`src/rtl/pcm_interp_upsampler_pkg.sv`:
```
// Shared types and helpers for the PCM linear-interpolation upsampler.
// Pure declarations: no logic, no latency.
// Not applicable: no flow control lives here.
package pcm_interp_pkg;

    localparam int PCM_W = 16;

    typedef logic signed [PCM_W-1:0] pcm_t;
    typedef logic signed [PCM_W:0]   delta_t;

    typedef enum logic {
        IDLE = 1'b0,
        RUN  = 1'b1
    } state_t;

    // Shift amount that turns a product with k in 0..OSR-1 into a fraction of delta.
    function automatic int calc_s(input int osr);
        return $clog2(osr);
    endfunction

endpackage

```
`src/rtl/pcm_interp_upsampler_if.sv`:
```
// Bundles the PCM input handshake and oversampled output strobe of the upsampler.
// Wiring only: no latency.
// Input side is valid/ready; output side is a strobe with no backpressure.
// Signals: valid_in/din/ready_in (audio-rate input), valid_out/dout (oversampled output),
//          underrun (one-cycle pulse when a segment boundary finds no new sample).
interface pcm_interp_upsampler_if;
    import pcm_interp_pkg::*;

    logic valid_in;
    pcm_t din;
    logic ready_in;
    logic valid_out;
    pcm_t dout;
    logic underrun;

    // Audio source side.
    modport master (
        output valid_in,
        output din,
        input  ready_in,
        input  valid_out,
        input  dout,
        input  underrun
    );

    // Upsampler side.
    modport slave (
        input  valid_in,
        input  din,
        output ready_in,
        output valid_out,
        output dout,
        output underrun
    );

endinterface

```
`src/rtl/pcm_interp_upsampler_fifo.sv`:
```
// Small synchronous FIFO with show-ahead read data.
// Write visible on dout one cycle after push; pop consumes the current head.
// full/empty come from the registered count; a push while full is dropped even if a pop occurs.
// Ports: clk, rst_n, push/din (write), pop/dout (read head), full, empty.
module pcm_fifo #(
    parameter int WIDTH = 16,
    parameter int DEPTH = 4
) (
    input  logic             clk,
    input  logic             rst_n,
    input  logic             push,
    input  logic             pop,
    input  logic [WIDTH-1:0] din,
    output logic [WIDTH-1:0] dout,
    output logic             full,
    output logic             empty
);

    localparam int AW = $clog2(DEPTH);
    localparam int CW = AW + 1;

    logic [AW-1:0]    wr_ptr_q, wr_ptr_d;
    logic [AW-1:0]    rd_ptr_q, rd_ptr_d;
    logic [CW-1:0]    count_q, count_d;
    logic [WIDTH-1:0] mem_q [DEPTH];

    logic push_ok;
    logic pop_ok;

    assign full    = (count_q == CW'(DEPTH));
    assign empty   = (count_q == '0);
    assign push_ok = push && !full;
    assign pop_ok  = pop && !empty;
    assign dout    = mem_q[rd_ptr_q];

    always_comb begin
        wr_ptr_d = wr_ptr_q;
        rd_ptr_d = rd_ptr_q;
        count_d  = count_q;
        // DEPTH is a power of two, so pointers wrap naturally.
        if (push_ok) wr_ptr_d = wr_ptr_q + AW'(1);
        if (pop_ok)  rd_ptr_d = rd_ptr_q + AW'(1);
        case ({push_ok, pop_ok})
            2'b10:   count_d = count_q + CW'(1);
            2'b01:   count_d = count_q - CW'(1);
            default: count_d = count_q;
        endcase
    end

    always_ff @(posedge clk or negedge rst_n) begin
        if (!rst_n) begin
            wr_ptr_q <= '0;
            rd_ptr_q <= '0;
            count_q  <= '0;
        end else begin
            wr_ptr_q <= wr_ptr_d;
            rd_ptr_q <= rd_ptr_d;
            count_q  <= count_d;
        end
    end

    // Storage needs no reset: the count alone decides what is valid.
    always_ff @(posedge clk) begin
        if (push_ok) mem_q[wr_ptr_q] <= din;
    end

endmodule

```
`src/rtl/pcm_interp_upsampler.sv`:
```
// Linear-interpolating PCM upsampler: OSR output samples per input, one every TICK_DIV clocks.
// Output registered: dout/valid_out appear the cycle after each internal tick.
// Input stalls via ready_in when the FIFO is full; the output never stalls, underrun repeats the last sample.
// Ports: clk, rst_n (async active-low), bus (slave modport: valid_in/din/ready_in in,
//        valid_out/dout/underrun out).
module pcm_interp_upsampler
    import pcm_interp_pkg::*;
#(
    parameter int OSR        = 64,
    parameter int TICK_DIV   = 4,
    parameter int FIFO_DEPTH = 4
) (
    input  logic                   clk,
    input  logic                   rst_n,
    pcm_interp_upsampler_if.slave  bus
);

    localparam int S  = calc_s(OSR);
    localparam int TW = $clog2(TICK_DIV);

    localparam logic [S-1:0]  K_LAST    = S'(OSR - 1);
    localparam logic [TW-1:0] TICK_LAST = TW'(TICK_DIV - 1);

    state_t        state_q, state_d;
    logic [TW-1:0] tick_cnt_q, tick_cnt_d;
    logic [S-1:0]  k_q, k_d;
    pcm_t          prev_q, prev_d;
    pcm_t          cur_q, cur_d;
    pcm_t          dout_q, dout_d;
    logic          valid_out_q, valid_out_d;
    logic          underrun_q, underrun_d;

    logic             fifo_pop;
    logic [PCM_W-1:0] fifo_dout;
    logic             fifo_full;
    logic             fifo_empty;

    pcm_fifo #(
        .WIDTH (PCM_W),
        .DEPTH (FIFO_DEPTH)
    ) u_fifo (
        .clk   (clk),
        .rst_n (rst_n),
        .push  (bus.valid_in),
        .pop   (fifo_pop),
        .din   (bus.din),
        .dout  (fifo_dout),
        .full  (fifo_full),
        .empty (fifo_empty)
    );

    // Interpolation: prev + floor((cur - prev) * k / OSR).
    // The result always lies between prev and cur, so the 17-bit sum fits back into 16 bits.
    delta_t              delta;
    logic signed [16+S:0] delta_w;
    logic signed [16+S:0] k_w;
    logic signed [16+S:0] prod;
    pcm_t                interp;

    assign delta   = delta_t'(cur_q) - delta_t'(prev_q);
    assign delta_w = {{S{delta[16]}}, delta};
    assign k_w     = {17'd0, k_q};
    assign prod    = delta_w * k_w;
    assign interp  = pcm_t'(delta_t'(prev_q) + delta_t'(prod >>> S));

    logic tick;
    assign tick = (state_q == RUN) && (tick_cnt_q == TICK_LAST);

    always_comb begin
        state_d     = state_q;
        tick_cnt_d  = tick_cnt_q;
        k_d         = k_q;
        prev_d      = prev_q;
        cur_d       = cur_q;
        dout_d      = dout_q;
        valid_out_d = 1'b0;
        underrun_d  = 1'b0;
        fifo_pop    = 1'b0;

        case (state_q)
            IDLE: begin
                tick_cnt_d = '0;
                if (!fifo_empty) begin
                    fifo_pop = 1'b1;
                    cur_d    = pcm_t'(fifo_dout);
                    prev_d   = '0;
                    k_d      = '0;
                    state_d  = RUN;
                end
            end
            RUN: begin
                tick_cnt_d = tick ? '0 : tick_cnt_q + TW'(1);
                if (tick) begin
                    dout_d      = interp;
                    valid_out_d = 1'b1;
                    if (k_q != K_LAST) begin
                        k_d = k_q + S'(1);
                    end else begin
                        k_d    = '0;
                        prev_d = cur_q;
                        if (!fifo_empty) begin
                            fifo_pop = 1'b1;
                            cur_d    = pcm_t'(fifo_dout);
                        end else begin
                            // cur stays put, so the next segment is flat at the last sample.
                            underrun_d = 1'b1;
                        end
                    end
                end
            end
            default: state_d = IDLE;
        endcase
    end

    always_ff @(posedge clk or negedge rst_n) begin
        if (!rst_n) begin
            state_q     <= IDLE;
            tick_cnt_q  <= '0;
            k_q         <= '0;
            prev_q      <= '0;
            cur_q       <= '0;
            dout_q      <= '0;
            valid_out_q <= 1'b0;
            underrun_q  <= 1'b0;
        end else begin
            state_q     <= state_d;
            tick_cnt_q  <= tick_cnt_d;
            k_q         <= k_d;
            prev_q      <= prev_d;
            cur_q       <= cur_d;
            dout_q      <= dout_d;
            valid_out_q <= valid_out_d;
            underrun_q  <= underrun_d;
        end
    end

    assign bus.ready_in  = !fifo_full;
    assign bus.valid_out = valid_out_q;
    assign bus.dout      = dout_q;
    assign bus.underrun  = underrun_q;

endmodule

```
`src/flat_wrapper.sv`:
```
// flat-port wrapper written by rule: the top's interface ports become plain ports
module pcm_interp_upsampler_flat import pcm_interp_pkg::*;
#(
    parameter int OSR        = 64,
    parameter int TICK_DIV   = 4,
    parameter int FIFO_DEPTH = 4
)
  (clk, rst_n, bus_valid_in, bus_din, bus_ready_in, bus_valid_out, bus_dout, bus_underrun);
  pcm_interp_upsampler_if bus_i ();
  input  logic clk;
  input  logic rst_n;
  input wire logic [$bits(bus_i.valid_in)-1:0] bus_valid_in;
  input wire logic [$bits(bus_i.din)-1:0] bus_din;
  output wire logic [$bits(bus_i.ready_in)-1:0] bus_ready_in;
  output wire logic [$bits(bus_i.valid_out)-1:0] bus_valid_out;
  output wire logic [$bits(bus_i.dout)-1:0] bus_dout;
  output wire logic [$bits(bus_i.underrun)-1:0] bus_underrun;
  assign bus_i.valid_in = bus_valid_in;
  assign bus_i.din = bus_din;
  assign bus_ready_in = bus_i.ready_in;
  assign bus_valid_out = bus_i.valid_out;
  assign bus_dout = bus_i.dout;
  assign bus_underrun = bus_i.underrun;
  pcm_interp_upsampler #(.OSR(OSR), .TICK_DIV(TICK_DIV), .FIFO_DEPTH(FIFO_DEPTH)) u_core (.clk(clk), .rst_n(rst_n), .bus(bus_i));
endmodule
```
`config.mk`:
```
export PLATFORM = sky130hd
export DESIGN_NAME = pcm_interp_upsampler_flat
export DESIGN_NICKNAME = d
export VERILOG_FILES = /design/src/rtl/pcm_interp_upsampler_pkg.sv /design/src/rtl/pcm_interp_upsampler_if.sv /design/src/rtl/pcm_interp_upsampler_fifo.sv /design/src/rtl/pcm_interp_upsampler.sv /design/src/flat_wrapper.sv
export SDC_FILE = /design/constraint.sdc
export NUM_CORES = 1
export LEC_CHECK = 0
export CAP_MARGIN = 10
export CELL_PAD_IN_SITES_DETAIL_PLACEMENT = 1
export CELL_PAD_IN_SITES_GLOBAL_PLACEMENT = 1
export CORE_MARGIN = 2
export CORE_UTILIZATION = 54
export DETAILED_ROUTE_END_ITERATION = 8
export PLACE_DENSITY_LB_ADDON = 0.1
export SLEW_MARGIN = 15
export SYNTH_ARGS = -nofsm -noshare
export SYNTH_HDL_FRONTEND = slang
export SYNTH_SLANG_ARGS = --single-unit
```
`constraint.sdc`:
```
create_clock -name clk -period 22 [get_ports clk]
set_input_delay 4.4 -clock clk [delete_from_list [all_inputs] [get_ports clk]]
set_output_delay 4.4 -clock clk [all_outputs]
set_load 0.005 [all_outputs]
```
Word level (Yosys, flattened, before mapping)
Memories as Yosys holds them, arrays and structs flattened.
Cells that the tools add are included.
- eq/ne operators: 8
- add/subtract/negate cells: 8
- shift operators: 0
- reduce and logical (&&, ||, !) cells: 11
- multiply operators: 1
- mux-type cells: 28
- bitwise logic cells: 1
- divide/modulo/power cells: 0
- $lt $le $gt $ge: 0
- operators with widths (kind ; count):
    two-way mux 16 bit ; 6
    one-hot mux 16 bit (2 select lines) ; 2
    multiplier 17 x 7 -> 22 bit ; 1
    two-way mux 6 bit ; 3
    subtractor 16 x 16 -> 17 bit ; 1
    adder 16 bit ; 1
    two-way mux 1 bit ; 12
    one-hot mux 6 bit (2 select lines) ; 1
    adder 2 x 1 -> 2 bit (second input constant) ; 3
    adder 6 x 1 -> 6 bit (second input constant) ; 1
    != test 2 bit (second input constant) ; 3
    != test 6 bit (second input constant) ; 1
    one-hot mux 3 bit (2 select lines) ; 1
    AND reduction 2 bit ; 3
    equality test 2 bit (second input constant) ; 2
    one-hot mux 2 bit (2 select lines) ; 1
    adder 3 x 1 -> 3 bit (second input constant) ; 1
    equality test 3 bit (second input constant) ; 1
    logical AND 1 bit ; 3
    zero test 3 bit ; 1
    AND reduction 3 bit ; 1
    subtractor 3 x 1 -> 3 bit (second input constant) ; 1
    equality test 2 x 1 -> 1 bit (second input constant) ; 1
    zero test 1 bit ; 2
    4 further kinds ; 4
- input port bits: 19
- memory bits (read-only): 0
- flip-flop bits (word level): 66
- bits in latches: 0
- memory bits (writable): 64
- memories: 1
- memory list (memory ; depth ; width ; rd ports ; clocked after Yosys merged registers in ; write ports ; line ; RTL):
    u_core.u_fifo.mem_q ; 4 ; 16 ; 1 ; 0 ; 1 ; pcm_interp_upsampler_fifo.sv:25 ; logic [WIDTH-1:0] mem_q [DEPTH];

Depth between registers and ports, before layout
Gate-level depths: netlist (run 1).
- depth in word-level cells: 8
- mapped depth: 35
- gate-level depth less buffers: 35

By module
A second synthesis (run 1) with hierarchy kept.
- cells, all modules: 943
- area total of the unflattened synthesis: 9963.3 sq um
- modules (own cells, without submodules) (module ; cells each ; seq. area each (sq um) ; instances ; area each (sq um)):
    pcm_interp_upsampler ; 822 ; 1476.4 ; 1 ; 7188.1
    pcm_fifo ; 121 ; 2097.0 ; 1 ; 2775.2

Least setup slack after synthesis (run 1)
No wires, ideal clock.
- path kind: reg-to-reg
- start point: register u_core.prev_q[1]
- end point: register u_core.dout_q[15], in the netlist u_core.bus.dout[15]
- path buffers: 1
- slack: 14382 ps
- setup time: 70 ps
- stages on the path, launching flop included: 33
- period minus slack after synthesis: 7618 ps
- data arrival time: 7548 ps
- required time: 21930 ps
- path through: dfrtp_1 -> inv_1 -> ha_1 -> nor2b_1 -> o21ai_1 -> a21boi_1 -> o21a_1 -> o22a_1 -> a311oi_2 -> nor3_1 -> or2_1 -> buf_2 -> nor3b_1 -> fa_1 -> fa_1 -> fa_1 -> inv_1 -> fa_1 -> inv_1 -> ha_1 -> nand3_1 -> nand2_1 -> a41oi_1 -> nand2b_1 -> xor2_1 -> ha_1 -> o21a_1 -> o211ai_1 -> o31ai_2 -> a31oi_1 -> or4_4 -> a2111o_1 -> nand3_1
- longest elaborated chain between the ends: 3
- ends and longest elaborated chain (item ; line ; RTL):
    start, declared ; pcm_interp_upsampler.sv:27 ; pcm_t prev_q, prev_d;
    start signal, assigned ; pcm_interp_upsampler.sv:129 ; prev_q <= prev_d;
    subtractor 16 x 16 -> 17 bit ; pcm_interp_upsampler.sv:60 ; assign delta = delta_t'(cur_q) - delta_t'(prev_q);
    multiplier 17 x 7 -> 22 bit ; pcm_interp_upsampler.sv:63 ; assign prod = delta_w * k_w;
    adder 16 bit (*) ; pcm_interp_upsampler.sv:64 ; assign interp = pcm_t'(delta_t'(prev_q) + delta_t'(prod >>> S));
    end signal, assigned ; pcm_interp_upsampler.sv:131 ; dout_q <= dout_d;
    end, declared ; pcm_interp_upsampler.sv:29 ; pcm_t dout_q, dout_d;
Every way passes the cells marked *; elsewhere a longest branch is shown, timed or not.
A chain may end at the register's enable or synchronous reset.

Worst setup path in the final report (run 1)
Same ends and word-level chain as after synthesis.

==> metrics, run 1 <==
CP Launch Type=register; final setup vio count=0; clk_lat worst skew=about 0.42 ns; worst r2r path cells=31; Slowest cell on crit path=fa_1; Leak=~5 nW; via count=7105; Top Ports=38; Num CTS Buffers=17; Clock transition at path regs=0.07 ns; port buffer count=37; number of diodes=0; outcome=finished clean; skew final=0.01016 ns; Worst Path Required=around 22 ns; Async S/R FF share, synth=50.77%; CP endpoint kind=register; 1st-pass router iterations=5; # clock sinks=130; layout cell share with drive strength beyond 1=8.952%; pwr/cell area=roughly 57 nW/um^2; Hold Crit Class=reg2reg; initial antenna violation count=0; # H-tree levels=4; Final Max Slew Viols=0; post-CTS sizing=0; clock root buffer=clkbuf_16; GRT overflow=0; Final period util=between 30% and 40%; CP most frequent cell=fa_1; die span in y=between 100 and 150 microns; pin count of the biggest net entering global routing=67; DRC viols=0; reg-to-reg slack, setup=between 10 and 15 ns; unrepaired setup endpoints after global routing=false; Worst Setup EP=u_core.bus.dout[15]; register area share after synthesis=35.92%; Critical Path Max Stage Delay=approximately 0.56 ns; synthesized area per cell=roughly 10 sq um; endpoints failing hold=0; vias in the first global route=just under 8000; first-pass GRT wire length=about 43000 microns; Setup Fix Bufs, Post-CTS=0; Clk pwr share=roughly 44%; Worst Max-Slew Pin Slew=between 1 and 1.5 ns; gpl congestion=approximately 0.86; Rel. slew slack=~28%; die area=a little under 20000 sq um; Initial Utilization=55.19%; global-route usage over all layers=around 28%; crit path DAT=around 9 ns; Avg WL per Cell=20.75 microns; Area Growth Syn to Fin=11.11%; die extent in x=139.7 microns; synth unique cells=66; Max Cap Viol=0; WHS=0.4566 ns; sw frac=about a quarter; CTS tree=built; # fillers=approximately 1900; Fmax=115.3 MHz; worst setup path startpoint=u_core.prev_q[1]; largest fanout on the critical path=6; synthesized area=roughly 10000 sq um; Worst VDD drop=roughly 0.000073 V; core area=about 18000 sq um; number of synthesized register bits=130; Total Wirelength=between 20000 and 30000 microns; Reg-to-Reg Start=u_core.prev_q[1]; Post-synth EDFFs=64; final net count=approximately 1100; initial drt markers=503; Sw Pwr=about 0.00017 W; worst reg2reg endpoint=u_core.bus.dout[15]; Most used DFF post-synth=dfrtp_1; critical path type=reg2reg; synth warn=0; Post-CTS Hold Fix Bufs=0; DP HPWL=~18000 microns; row count=49; setup TNS=0 ns; Vias/cell=between 5 and 6; Tmin final=between 8 and 9 ns; Internal=0.0004666 W; Clock Path Buffers=2; post-synth net total=1115; sequential share of power=between 40 and 50%; Gate power share=under 10%; antenna-violating nets left=0; Post-Synthesis Cells=948
[cell type report]
class	count	area, sq um	share of cell area (%)
multi-input combinational	666	5803	52.50
clock inverter	14	143.9	1.302
tap	229	286.5	2.592
timing repair buffer	39	380.4	3.441
inverter	116	435.4	3.939
clock buffer	18	429.2	3.883
sequential	130	3575	32.34
[per-stage QoR]
step	setup slack (ns)	power [W]	std cells	cell area, sq um	utilization (%)
final	13.33	0.0006320	1212	11050	61.32
after global placement	13.80	0.0003469	1180	10480	58.14
after global routing	12.64	0.0006511	1212	11050	61.32
after detailed placement	13.37	0.0003554	1180	10480	58.14
after floorplan	14.38	0.0003293	948	9948	-
after CTS	13.33	0.0006370	1212	11050	61.31
[logic make-up (layout without fill, tap and decap cells)]
kind of cell | Yosys count | after routing | synth area share (%)
buffers and inverters | 152 | 187 | 5.748
AND/OR/NAND/NOR | 292 | 292 | 14.95
multiplexers | 36 | 36 | 5.874
AO/OA/AOI/OAI | 142 | 142 | 9.458
adder cells (fa/ha/maj) | 148 | 148 | 23.75
flip-flops | 130 | 130 | 35.92
XOR/XNOR | 48 | 48 | 4.301
[per-layer routing]
metal / vias to the layer above / GRT usage [%] / wire, microns
li1: 3263 / - / -
met1: 3629 / 37.52 / 11160
met2: 165 / 46.37 / 12450
met3: 48 / 4.026 / 953
met4: 0 / 9.000 / 579
met5: - / 0 / 0
[how the worst min path moves through the flow]
stage,start,end,cells past startpoint
floorplan,u_core.tick_cnt_q[0],u_core.tick_cnt_q[0],1
global placement,u_core.tick_cnt_q[0],u_core.tick_cnt_q[0],1
detailed placement,u_core.tick_cnt_q[0],u_core.tick_cnt_q[0],1
CTS,u_core.tick_cnt_q[0],u_core.tick_cnt_q[0],1
global route,u_core.tick_cnt_q[0],u_core.tick_cnt_q[0],1
finish,u_core.tick_cnt_q[0],u_core.tick_cnt_q[0],1
[power by group through the flow]
stage | logic, W | registers (W) | clock network (W)
2_1_floorplan | 0.0000326 | 0.000297 | 0
6_report | 0.0000541 | 0.000298 | 0.000279
3_3_place_gp | 0.0000492 | 0.000298 | 0
5_1_grt | 0.0000593 | 0.000300 | 0.000292
4_1_cts | 0.0000558 | 0.000299 | 0.000283
3_5_place_dp | 0.0000539 | 0.000301 | 0
[synthesized netlist by cell type (all sizes together) (2+ instances only)]
| library cell | count | area, sq um |
|---|---|---|
| ha | 80 | 1001 |
| a31o | 2 | 17.52 |
| or4 | 2 | 18.77 |
| dfrtp | 66 | 1652 |
| a311o | 2 | 20.02 |
| a31oi | 10 | 62.56 |
| mux4 | 16 | 360.4 |
| inv | 116 | 435.4 |
| o211ai | 9 | 67.56 |
| xor2 | 14 | 122.6 |
| nand2b | 7 | 43.79 |
| o2111ai | 6 | 58.80 |
| a311oi | 3 | 32.53 |
| xnor2 | 34 | 305.3 |
| mux2 | 19 | 214.0 |
| o31ai | 3 | 27.52 |
| nor2b | 13 | 88.83 |
| o22ai | 5 | 31.28 |
| fa | 68 | 1361 |
| o21a | 5 | 37.54 |
| or3 | 5 | 31.28 |
| o21ai | 47 | 239.0 |
| a21oi | 23 | 115.1 |
| nor2 | 30 | 115.1 |
| or2 | 6 | 37.53 |
| nand3b | 3 | 22.52 |
| nand3 | 22 | 115.1 |
| a21o | 9 | 67.56 |
| edfxtp | 64 | 1922 |
| a211oi | 6 | 50.05 |
| nand4 | 2 | 12.51 |
| a41oi | 2 | 17.52 |
| nor3b | 7 | 52.55 |
| and3 | 7 | 43.79 |
| clkbuf | 31 | 116.4 |
| buf | 5 | 20.01 |
| nand2 | 104 | 390.4 |
| a21boi | 2 | 15.02 |
| nor3 | 16 | 85.08 |
| and2 | 66 | 412.9 |
[critical path, delay by kind of cell (launching register included)]
| kind | cells | cell delay, ns |
|---|---|---|
| xor gates and xnor gates | 1 | 0.40 |
| buffers and inverters | 3 | 0.20 |
| adders and majority gates | 7 | 2.94 |
| AOI/OAI and AO/OA | 14 | 3.29 |
| and+or+nand+nor | 6 | 1.30 |
| DFF | 1 | 0.46 |
[placed cells by master, fill, tap and decap left out, types with 12 or more instances in the layout]
master	Yosys	final
inv_1	116	116
xor2_1	14	14
nor3_1	15	15
nand3_1	21	21
xnor2_1	33	33
ha_1	80	80
edfxtp_1	64	64
and2_1	66	66
fa_1	68	68
mux4_2	16	16
clkdlybuf4s50_1	0	36
a21oi_1	23	23
o21ai_0	39	39
nor2_1	29	29
nor2b_1	12	12
clkbuf_16	0	17
dfrtp_1	66	65
nand2_1	104	104
mux2_2	19	19
[flip-flops by register name, indices dropped and copies added (netlist names), 2 cells and up]
register and count:
u_core.u_fifo.count_q 3, u_core.tick_cnt_q 2, u_core.u_fifo.mem_q 64, u_core.bus.dout 16, u_core.cur_q 16, u_core.u_fifo.wr_ptr_q 2, u_core.u_fifo.rd_ptr_q 2, u_core.k_q 6
u_core.prev_q 16
(Power assumes the default switching activity.)
==> run 2, diff against run 1 <==
--- a/config.mk
+++ b/config.mk
@@ -9,7 +9,7 @@
 export CELL_PAD_IN_SITES_DETAIL_PLACEMENT = 1
 export CELL_PAD_IN_SITES_GLOBAL_PLACEMENT = 1
 export CORE_MARGIN = 2
-export CORE_UTILIZATION = 54
+export CORE_UTILIZATION = 50
 export DETAILED_ROUTE_END_ITERATION = 8
 export PLACE_DENSITY_LB_ADDON = 0.1
 export SLEW_MARGIN = 15
==> constraint.sdc (replaced) <==
create_clock -name clk -period 8.1 [get_ports clk]
set_input_delay 1.62 -clock clk [delete_from_list [all_inputs] [get_ports clk]]
set_output_delay 1.62 -clock clk [all_outputs]
set_load 0.005 [all_outputs]
==> metrics, run 2 (synthesis gave the netlist of run 1 again) <==
Gate power share=roughly 8.4%; commonest cells after routing, fill and taps aside=inv_1, nand2_1, ha_1, fa_1, dfrtp_1; hold-critical path depth=1; number of diodes=0; die area=around 21000 sq um; outcome=finished clean; clk_lat worst skew=around 0.42 ns; Final Non-Filler Cells=about 1300; Worst VDD drop=0.0002250 V; Clock transition at path regs=0.06 ns; CTS tree=built; DRC viols=0; port buffer count=37; # fillers=about 2000; sw frac=between 20% and 30%; Clock Path Buffers=2; Avg WL per Cell=about 21 microns; sequential cell area=3575 sq um; die extent in x=~150 microns; Pwr Total=roughly 0.0018 W; endpoints failing hold=0; Tmin final=just under 8 ns; # H-tree levels=4; Worst Path Required=roughly 8.5 ns; pwr/cell area=between 150 and 200 nW/um^2; Worst Max-Slew Pin Slew=approximately 1.0 ns; via count=roughly 7200; area of the multi-input gates=a little over 6000 sq um; Fmax=around 130 MHz; CP most frequent cell=fa_1; global-route usage over all layers=between 20 and 30%; Clk pwr share=between 40% and 50%; first-pass GRT wire length=~43000 microns; Area Growth Syn to Fin=17.29%; number of flip-flops in the largest register=between 60 and 70; worst r2r path cells=30; initial drt markers=roughly 350; Post-CTS Hold Fix Bufs=0; final net count=1168; Vias/cell=approximately 5.6; CP Launch Type=register; gpl congestion=0.8748; Leak=5.107 nW; Hold Crit Class=reg2reg; skew final=roughly 0.013 ns; Final period util=a little over nine tenths; 1st-pass router iterations=4; final setup vio count=0; layout cell share with drive strength beyond 1=16.96%; crit path DAT=between 8 and 9 ns; sequential share of power=between 40% and 50%; antenna-violating nets left=0; critical path type=reg2reg; pin count of the biggest net entering global routing=67; Total Wirelength=approximately 26000 microns; row count=approximately 50; largest fanout on the critical path=4; Internal=0.001324 W; Final Max Slew Viols=0; DP HPWL=around 18000 microns; # clock sinks=130; Slowest cell on crit path=or4_4; largest reg by FF count=u_core.u_fifo.mem_q; initial antenna violation count=0; Placed Cells=around 1200; die span in y=roughly 150 microns; GRT overflow=0; clock root buffer=clkbuf_16; Num CTS Buffers=17; core area=~20000 sq um; Initial Utilization=roughly half; Max Cap Viol=0; vias in the first global route=between 7000 and 8000; setup TNS=0 ns; commonest non-fill, non-tap cell in the layout=inv_1; Critical Path Max Stage Delay=approximately 0.55 ns; WHS=approximately 0.45 ns; CP endpoint kind=register; Top Ports=38; Sw Pwr=about 0.00043 W; Rel. slew slack=between 30% and 40%
run 2: per-stage QoR:
step / instance area, sq um / util [%] / setup slack [ns]
finish: 11670 / 59.96 / 0.2306
global route: 11670 / 59.96 / -0.1571
CTS: 11290 / 58.02 / 0.02001
detailed placement: 10640 / 54.69 / -0.1117
global placement: 10640 / 54.69 / 0.1167
floorplan: 9948 / - / 0.4821
run 2: path summary, 6_finish.rpt:
path,startpoint,to,slack [ns]
setup / recovery,u_core.cur_q[1],u_core.bus.dout[15],0.23
hold / removal,u_core.tick_cnt_q[0],u_core.tick_cnt_q[0],0.45
setup reg to reg,u_core.cur_q[1],u_core.bus.dout[15],0.23
hold reg to reg,u_core.tick_cnt_q[0],u_core.tick_cnt_q[0],0.45
max in group asynchronous,rst_n,u_core.u_fifo.rd_ptr_q[0],6.10
min in group asynchronous,rst_n,u_core.bus.dout[0],1.40
run 2: timing repair:
| action | 4_1_cts | 5_1_grt |
|---|---|---|
| endpoints found under the setup margin | 1 | 1 |
| buffers inserted | 0 | 15 |
| pin swaps | 2 | 48 |
| gates resized for setup | 9 | 54 |
run 2: critical path, delay by kind of cell, from the launching register on:
family	cells	cell delay, ns
compound gates	13	2.57
xor+xnor	2	0.39
flops	1	0.41
fa+ha+maj	7	2.79
simple gates	6	1.50
buf+inv	2	0.11
run 2: power by group through the flow:
stage / registers, W / clock network [W] / logic (W)
global placement: 0.000809 / 0 / 0.000134
global route: 0.000816 / 0.000835 / 0.000164
CTS: 0.000810 / 0.000809 / 0.000150
floorplan: 0.000806 / 0 / 0.0000886
detailed placement: 0.000818 / 0 / 0.000146
finish: 0.000810 / 0.000802 / 0.000147
run 2: layer usage:
layer	global-route usage (%)	share of wire, %	up-vias
met5	0	0	-
met4	5.882	1.0	0
met3	3.333	2.9	27
met2	43.55	51	144
met1	35.18	45	3697
li1	-	-	3330
run 2: cell type report:
class	instances	area share, %
clock inverter	14	1.533
multi-input combinational	666	52.33
clock buffer	18	3.678
inverter	116	3.732
tap	265	2.842
timing repair buffer	70	5.254
sequential	130	30.63
